<file path="config.mk">
export PLATFORM = sky130hd
export DESIGN_NAME = vector_sum_sink_serializer
export DESIGN_NICKNAME = d
export VERILOG_FILES = /design/src/rtl/dfc_stream_pkg.sv /design/src/rtl/dfc_valid_delay.sv /design/src/rtl/vector_sum_sink_serializer.sv
export SDC_FILE = /design/constraint.sdc
export NUM_CORES = 1
export LEC_CHECK = 0
export ABC_AREA = 1
export BUFFER_PORTS_ARGS = -buffer_cell sky130_fd_sc_hd__buf_4
export CAP_MARGIN = 10
export CORE_MARGIN = 1
export CORE_UTILIZATION = 50
export CTS_BUF_LIST = sky130_fd_sc_hd__clkbuf_16
export CTS_CLUSTER_DIAMETER = 60
export DETAILED_ROUTE_END_ITERATION = 10
export GPL_ROUTABILITY_DRIVEN = 0
export PLACE_DENSITY = 0.68
export SLEW_MARGIN = 20
export SYNTH_ARGS = -nofsm -noshare
export SYNTH_HDL_FRONTEND = slang
export SYNTH_SLANG_ARGS = --single-unit
</file>
<file path="constraint.sdc">
create_clock -name clock -period 5.5 [get_ports clock]
set_input_delay 0.55 -clock clock [delete_from_list [all_inputs] [get_ports clock]]
set_output_delay 0.55 -clock clock [all_outputs]
set_load 0.03 [all_outputs]
</file>
<file path="src/rtl/dfc_stream_pkg.sv">
// Shared lane/vector types and serializer state encoding for the VectorSum sink path.
package dfc_stream_pkg;

    localparam int unsigned WIDTH      = 16;
    localparam int unsigned LANES      = 4;
    localparam int unsigned LANE_IDX_W = (LANES > 1) ? $clog2(LANES) : 1;

    typedef logic [WIDTH-1:0] lane_t;
    typedef lane_t [LANES-1:0] vec_t;

    typedef enum logic {
        IDLE,
        EMIT
    } ser_state_e;

endpackage

</file>
<file path="src/rtl/dfc_valid_delay.sv">
// Fixed-length 1-bit shift register that tracks issued tokens through the kernel latency.
module dfc_valid_delay #(
    parameter int unsigned LATENCY = 60
) (
    input  logic clk_i,
    input  logic rst_ni,
    input  logic valid_i,
    output logic valid_o
);

    logic [LATENCY-1:0] sr_q;
    logic [LATENCY-1:0] sr_d;

    if (LATENCY == 1) begin : g_single
        assign sr_d = valid_i;
    end else begin : g_chain
        assign sr_d = {sr_q[LATENCY-2:0], valid_i};
    end

    always_ff @(posedge clk_i or negedge rst_ni) begin
        if (!rst_ni) begin
            sr_q <= '0;
        end else begin
            sr_q <= sr_d;
        end
    end

    assign valid_o = sr_q[LATENCY-1];

endmodule

</file>
<file path="src/rtl/vector_sum_sink_serializer.sv">
// Captures VectorSum kernel results into a credit-bounded vector FIFO and streams each
// vector out lane by lane with a last flag.
module vector_sum_sink_serializer
    import dfc_stream_pkg::*;
#(
    parameter int unsigned LATENCY = 60,
    parameter int unsigned DEPTH   = 4
) (
    input  logic  clock,
    input  logic  reset,
    input  logic  in_valid,
    output logic  in_ready,
    input  vec_t  sink_lane,
    output lane_t out_data,
    output logic  out_valid,
    input  logic  out_ready,
    output logic  out_last,
    output logic  overflow
);

    localparam int unsigned PTR_W = $clog2(DEPTH);
    localparam int unsigned CNT_W = $clog2(DEPTH + 1);
    localparam logic [PTR_W-1:0]      PTR_MAX   = PTR_W'(DEPTH - 1);
    localparam logic [CNT_W-1:0]      CNT_DEPTH = CNT_W'(DEPTH);
    localparam logic [CNT_W-1:0]      CNT_ONE   = CNT_W'(1);
    localparam logic [LANE_IDX_W-1:0] LANE_LAST = LANE_IDX_W'(LANES - 1);

    vec_t                  fifo_q [DEPTH];
    vec_t                  fifo_d [DEPTH];
    logic [PTR_W-1:0]      wr_ptr_q, wr_ptr_d;
    logic [PTR_W-1:0]      rd_ptr_q, rd_ptr_d;
    logic [CNT_W-1:0]      count_q, count_d;
    logic [CNT_W-1:0]      credit_q, credit_d;
    logic                  overflow_q, overflow_d;
    ser_state_e            state_q, state_d;
    logic [LANE_IDX_W-1:0] lane_idx_q, lane_idx_d;

    logic issue;
    logic push;
    logic pop;

    assign in_ready = (credit_q < CNT_DEPTH);
    assign overflow = overflow_q;
    assign issue    = in_valid & in_ready;

    dfc_valid_delay #(
        .LATENCY(LATENCY)
    ) u_token_delay (
        .clk_i  (clock),
        .rst_ni (reset),
        .valid_i(issue),
        .valid_o(push)
    );

    // Kernel lanes are only meaningful when a tracked token emerges.
    always_comb begin
        fifo_d   = fifo_q;
        wr_ptr_d = wr_ptr_q;
        rd_ptr_d = rd_ptr_q;
        if (push) begin
            fifo_d[wr_ptr_q] = sink_lane;
            wr_ptr_d = (wr_ptr_q == PTR_MAX) ? '0 : wr_ptr_q + PTR_W'(1);
        end
        if (pop) begin
            rd_ptr_d = (rd_ptr_q == PTR_MAX) ? '0 : rd_ptr_q + PTR_W'(1);
        end
    end

    always_comb begin
        count_d = count_q;
        if (push && !pop) begin
            count_d = count_q + CNT_ONE;
        end else if (!push && pop) begin
            count_d = count_q - CNT_ONE;
        end

        // Credits cover tokens in flight plus queued vectors, so the FIFO cannot overrun.
        credit_d = credit_q;
        if (issue && !pop) begin
            credit_d = credit_q + CNT_ONE;
        end else if (!issue && pop) begin
            credit_d = credit_q - CNT_ONE;
        end

        overflow_d = overflow_q | (in_valid & ~in_ready);
    end

    always_comb begin
        state_d    = state_q;
        lane_idx_d = lane_idx_q;
        out_valid  = 1'b0;
        out_last   = 1'b0;
        out_data   = '0;
        pop        = 1'b0;
        unique case (state_q)
            IDLE: begin
                if (push || (count_q != '0)) begin
                    state_d = EMIT;
                end
            end
            EMIT: begin
                out_valid = 1'b1;
                out_data  = fifo_q[rd_ptr_q][lane_idx_q];
                out_last  = (lane_idx_q == LANE_LAST);
                if (out_ready) begin
                    if (lane_idx_q == LANE_LAST) begin
                        pop        = 1'b1;
                        lane_idx_d = '0;
                        // Stay in EMIT when another vector is queued or arriving now.
                        if ((count_q == CNT_ONE) && !push) begin
                            state_d = IDLE;
                        end
                    end else begin
                        lane_idx_d = lane_idx_q + LANE_IDX_W'(1);
                    end
                end
            end
            default: begin
                state_d = IDLE;
            end
        endcase
    end

    always_ff @(posedge clock or negedge reset) begin
        if (!reset) begin
            for (int i = 0; i < int'(DEPTH); i++) begin
                fifo_q[i] <= '0;
            end
            wr_ptr_q   <= '0;
            rd_ptr_q   <= '0;
            count_q    <= '0;
            credit_q   <= '0;
            overflow_q <= 1'b0;
            state_q    <= IDLE;
            lane_idx_q <= '0;
        end else begin
            for (int i = 0; i < int'(DEPTH); i++) begin
                fifo_q[i] <= fifo_d[i];
            end
            wr_ptr_q   <= wr_ptr_d;
            rd_ptr_q   <= rd_ptr_d;
            count_q    <= count_d;
            credit_q   <= credit_d;
            overflow_q <= overflow_d;
            state_q    <= state_d;
            lane_idx_q <= lane_idx_d;
        end
    end

endmodule

</file>
**Word-level counts from Yosys, hierarchy flattened**

Cells that the tools add are included.

- Register bits after elaboration: 330
- Memories kept: 0
- Bits in latches: 0
- RAM bits: 0
- Bits in read-only memories: 0

- Muxes and demuxes: 26
- Reductions and logical operators: 14
- Divide/modulo/power cells: 0
- Add/sub/neg operators: 7
- Shift operators: 0
- Multiply operators: 0
- Order comparisons: 5
- Bitwise logic cells: 7
- Eq/ne operators: 4

Operators by type and width:

| operator | number |
|---|---|
| 256-bit bitwise mux | 1 |
| 64-bit 2-to-1 mux | 3 |
| 64-bit binary-select mux with 2-bit select | 1 |
| 64-bit demux with 2-bit select | 1 |
| 16-bit binary-select mux with 2-bit select | 1 |
| 16-bit 2-to-1 mux | 2 |
| 3-bit 2-to-1 mux | 4 |
| 1-bit 2-to-1 mux | 9 |
| 2-bit by 1-bit adder with 2-bit output, second input constant | 3 |
| 3-bit by 1-bit adder with 3-bit output, second input constant | 2 |
| 2-bit == test, second input constant | 3 |
| 3-bit greater-or-equal comparator, second input constant | 2 |
| 1-bit logical AND | 6 |
| 2-bit 2-to-1 mux | 3 |
| 2-bit inverter with 3-bit output | 2 |
| 3-bit by 1-bit subtractor with 3-bit output, second input constant | 2 |
| 2-bit nonzero test | 2 |
| 3-bit by 1-bit == test with 1-bit output, second input constant | 1 |
| 1-bit logical NOT | 3 |
| 2-bit by 3-bit < comparator with 1-bit output, second input constant | 1 |
| 3-bit by 1-bit < comparator with 1-bit output, second input constant | 1 |
| 3-bit < comparator, second input constant | 1 |
| 3-bit nonzero test | 1 |
| 1-bit bitwise AND | 2 |
| 5 further kinds | 6 |

**Logic depth before layout (Yosys ltp)**

- Depth in word-level cells: 7
- Gate-level depth with buffers: 10

**Modules after synthesis**

From an unflattened synthesis, not the netlist that was laid out.

- Cells, all modules: 1772
- Area total of the unflattened synthesis: 14441.4 um^2

Modules (own cells, without submodules):

| module | area each (um^2) | instances | sequential area each (um^2) | cells each |
|---|---|---|---|---|
| vector_sum_sink_serializer | 12939.9 | 1 | 6756.5 | 1712 |
| dfc_valid_delay | 1501.4 | 1 | 1501.4 | 60 |

**Least setup slack after synthesis**

OpenSTA, ideal clock, no wires.

- Path type: reg-to-output
- Start: register rd_ptr_q[1]
- End: output port out_data[10]
- Stages on the path, launching flop included: 8
- Arrival: 1591 ps
- Setup slack: 3359 ps
- Required time: 4950 ps
- Path buffers: 2
- Cell sequence: dfrtp_1 > inv_1 > buf_2 > buf_1 > nand2_1 > nand3_1 > nand3_1 > a21oi_1

- Longest elaborated chain between the ends: 7

RTL lines:

| what | line | RTL |
|---|---|---|
| start, declared | vector_sum_sink_serializer.sv:31 | `logic [PTR_W-1:0] rd_ptr_q, rd_ptr_d;` |
| start signal, assigned | vector_sum_sink_serializer.sv:141 | `rd_ptr_q <= rd_ptr_d;` |
| 2-bit inverter with 3-bit output (not written as such) | vector_sum_sink_serializer.sv:103 | `out_data = fifo_q[rd_ptr_q][lane_idx_q];` |
| 64-bit binary-select mux with 2-bit select | vector_sum_sink_serializer.sv:103 |  |
| 64-bit 2-to-1 mux (not written as such) (2 in series) | vector_sum_sink_serializer.sv:103 |  |
| 16-bit binary-select mux with 2-bit select | vector_sum_sink_serializer.sv:103 |  |
| 16-bit 2-to-1 mux (not written as such) | vector_sum_sink_serializer.sv:103 |  |
| 16-bit 2-to-1 mux | vector_sum_sink_serializer.sv:95 | `unique case (state_q)` |
| end, declared | vector_sum_sink_serializer.sv:14 | `output lane_t out_data,` |

No other way between the ends. The select of a mux whose other input is x is not followed.

**Worst setup path in the final report**

- Start: register rd_ptr_q[0]
- End: output port out_data[9]

The elaborated chain is that of the path after synthesis.

==> results by group <==
STA
  – RSZ-0062 raised after global routing: no
  – Max-slew violations: 0
  – Slew margin rel.: 0.307
  – Period minus WS final: 4140 ps
  – Fmax: 242 MHz
  – TNS Setup: 0 ps
  – Post-route clock period utilization: 0.752
  – Setup violators final: 0
  – Slew @ Worst Pin: 1040 ps
  – Fin. Hold Viols: 0
  – Clock Skews: 12.4 ps

Die
  – Area of the core: 28100 um^2
  – Die width: 172 um
  – Die extent in y: 172 um
  – Die area: 29600 um^2
  – I/O Pins: 88
  – Site Rows: 61
  – Initial core utilization: 0.514

Global routing
  – Initial antenna violation count: 0
  – First-pass GRT wire length: 59800 um
  – Remaining global-route overflow: 0
  – Met2 GRT Util: 0.410
  – Met3 usage: 0.0430
  – GRT Resource Usage Total: 0.262
  – Global route hottest layer: met2
  – Vias in the first global route: 11.2k
  – Met1 usage in global routing: 0.376
  – Largest net degree at the start of global routing: 137

Worst setup path
  – Critical Path End Type: output pin
  – Crit-path slowest cell: dfrtp_4
  – Startpoint Class: flop
  – Crit-path max FO: 81
  – Critical path cell sequence: clkinv_2, buf_12, nand2_1, nand3_1, nand3_1, nand3_1, a21oi_1, buf_4
  – Critical path data arrival time: 3590 ps
  – WS Path Type: flop to output pin
  – Worst stage delay on the critical path: 740 ps
  – Worst path required time: 4950 ps
  – WP buf/inv: 3
  – Worst path top cell family by delay: buffers and inverters
  – Most used cell, CP: nand3_1

CTS
  – TritonCTS Buffers: 36
  – Clock latency on the worst-skew pair: 520 ps
  – Postcts setup bufs: 0
  – CTS Buffer Depth: 3
  – CTS tree: done
  – Clk pin slew, worst setup/hold paths: 60 ps
  – Root Buffer: clkbuf_16
  – Post-CTS sizing: 0
  – H-tree depth: 2
  – Hold-fix buffers, CTS: 0
  – CTS Sinks: 330

Routing
  – Remaining DRCs: 0
  – Routed WL per cell: 16.7 um
  – Vias per cell: 5.21
  – Final wirelength: 36800 um
  – DR pass1 iterations: 5
  – Vias: 11.5k
  – Final ANT Viol Nets: 0
  – 1st-iter DRT viols: 1102

Synthesis
  – Post-Syn Area: 14400 um^2
  – Top cells by area, synth: dfrtp_1 57%, nand2_1 17%, o21ai_0 9.1%
  – Primary FF master, synth: dfrtp_1
  – Syn Area/Cell: 8.15 um^2
  – Register bit total from synthesis: 330
  – EDFF count, synth: 0
  – Largest area contributor in the netlist: dfrtp_1
  – Sequential element share of the synthesized area: 0.572
  – Distinct cells, synth: 20
  – Synth warn: 0
  – Post-Synthesis Cells: 1773
  – Count leader, synth: nand2_1
  – FFs w/ async S/R, synth: 1.00
  – Post-synthesis net count: 1854
  – Yosys top cell area share: 0.572
  – Top post-synthesis cells by count: 653 x nand2_1, 330 x dfrtp_1, 263 x o21ai_0, 205 x inv_1, 160 x nand3_1

Pwr
  – Leak Pwr: 9.64 nW
  – Max IR drop VDD: 0.441 mV
  – Pwr Density: 446 nW/um^2

Place
  – HPWL Detailed: 22100 um
  – PortBufs: 87
  – Placed cell area: 15300 um^2

Final layout
  – Area growth from synthesis to layout: 13.3%
  – Fraction of layout instances using a drive strength above 1: 0.0859
  – ANT cells: 0
  – Fin area: 16400 um^2
  – Post-layout nets: 1883

Run status
  – Status: completed

Worst hold path
  – Hold Crit Class: input pin to asynchronous set/reset pin

Job
  – Max-cap violations: 0
==> per-stage QoR <==
stage,util,power [mW],setup slack (ps),std cells,hold slack (ps)
3_5_place_dp,0.544,5.06,2010,2142,335
2_1_floorplan,-,4.24,3360,1773,254
4_1_cts,0.583,7.33,1450,2205,189
5_1_grt,0.583,7.68,1200,2205,215
3_3_place_gp,0.544,5.03,2060,2142,332
6_report,0.583,7.30,1360,2205,129
==> routing by layer <==
| metal | vias up | share of wire |
|---|---|---|
| li1 | 5569 | - |
| met4 | 0 | 0.023 |
| met1 | 5507 | 0.46 |
| met3 | 56 | 0.070 |
| met2 | 366 | 0.45 |
| met5 | - | 0 |
==> power by group <==
part,internal [mW],switching (mW),total [mW]
combinational,0.719,1.66,2.38
sequential,2.57,0.106,2.67
clock,1.29,0.964,2.25
==> layout by cell type, fill, tap and decap left out, types with 9 or more instances in the layout <==
master       n
nand2_1    649
clkbuf_16   36
a21oi_1     19
o21ai_0    263
nand3_1    160
nor2_1       9
buf_4       97
ha_1        12
dfrtp_1    328
inv_1      214
==> state kept, by name, indices dropped and copies added (netlist names) <==
signal and flops:
count_q 3, credit_q 3, fifo_q 256, lane_idx_q 2, overflow 1, rd_ptr_q 2
state_q 1, u_token_delay.sr_q 60, wr_ptr_q 2
==> area by class of cell <==
class,instances,area [um^2]
Fill cell,2628,11700
Clock buffer,36,901
Inverter,208,782
Timing Repair Buffer,101,795
Multi-Input combinational cell,1125,4970
Clock inverter,27,184
Tap cell,378,473
Sequential cell,330,8260
==> worst register-to-register path: cells and delay by family, from the launching register on <==
kind                       cells  cell delay [ps]
adders and majority gates      3              910
buffers and inverters          3              600
DFF                            1              350
muxes                          1              270
and+or+nand+nor                2              170
==> cells by family (layout without fill, tap and decap cells) <==
logic type | after synthesis | count (layout) | synth area share
mux | 1 | 1 | 0.000779
xor+xnor | 5 | 5 | 0.00303
simple gates | 822 | 822 | 0.227
fa+ha+maj | 13 | 13 | 0.0118
compound gates | 284 | 284 | 0.0988
buf+inv | 318 | 372 | 0.0867
flops | 330 | 330 | 0.572
==> worst paths after layout <==
kind | start | end | slack, ps | cells after the start
min in group clock | in_valid | u_token_delay.sr_q[0] | 320 | 3
max | rd_ptr_q[0] | out_data[9] | 1360 | 8
min reg2reg | u_token_delay.sr_q[2] | u_token_delay.sr_q[3] | 340 | 0
max reg2reg | lane_idx_q[0] | credit_q[1] | 3080 | 9
min | reset | u_token_delay.sr_q[14] | 130 | 1
max in group asynchronous | reset | fifo_q[118] | 3940 | 2
Power figures use the tool's default switching activity.
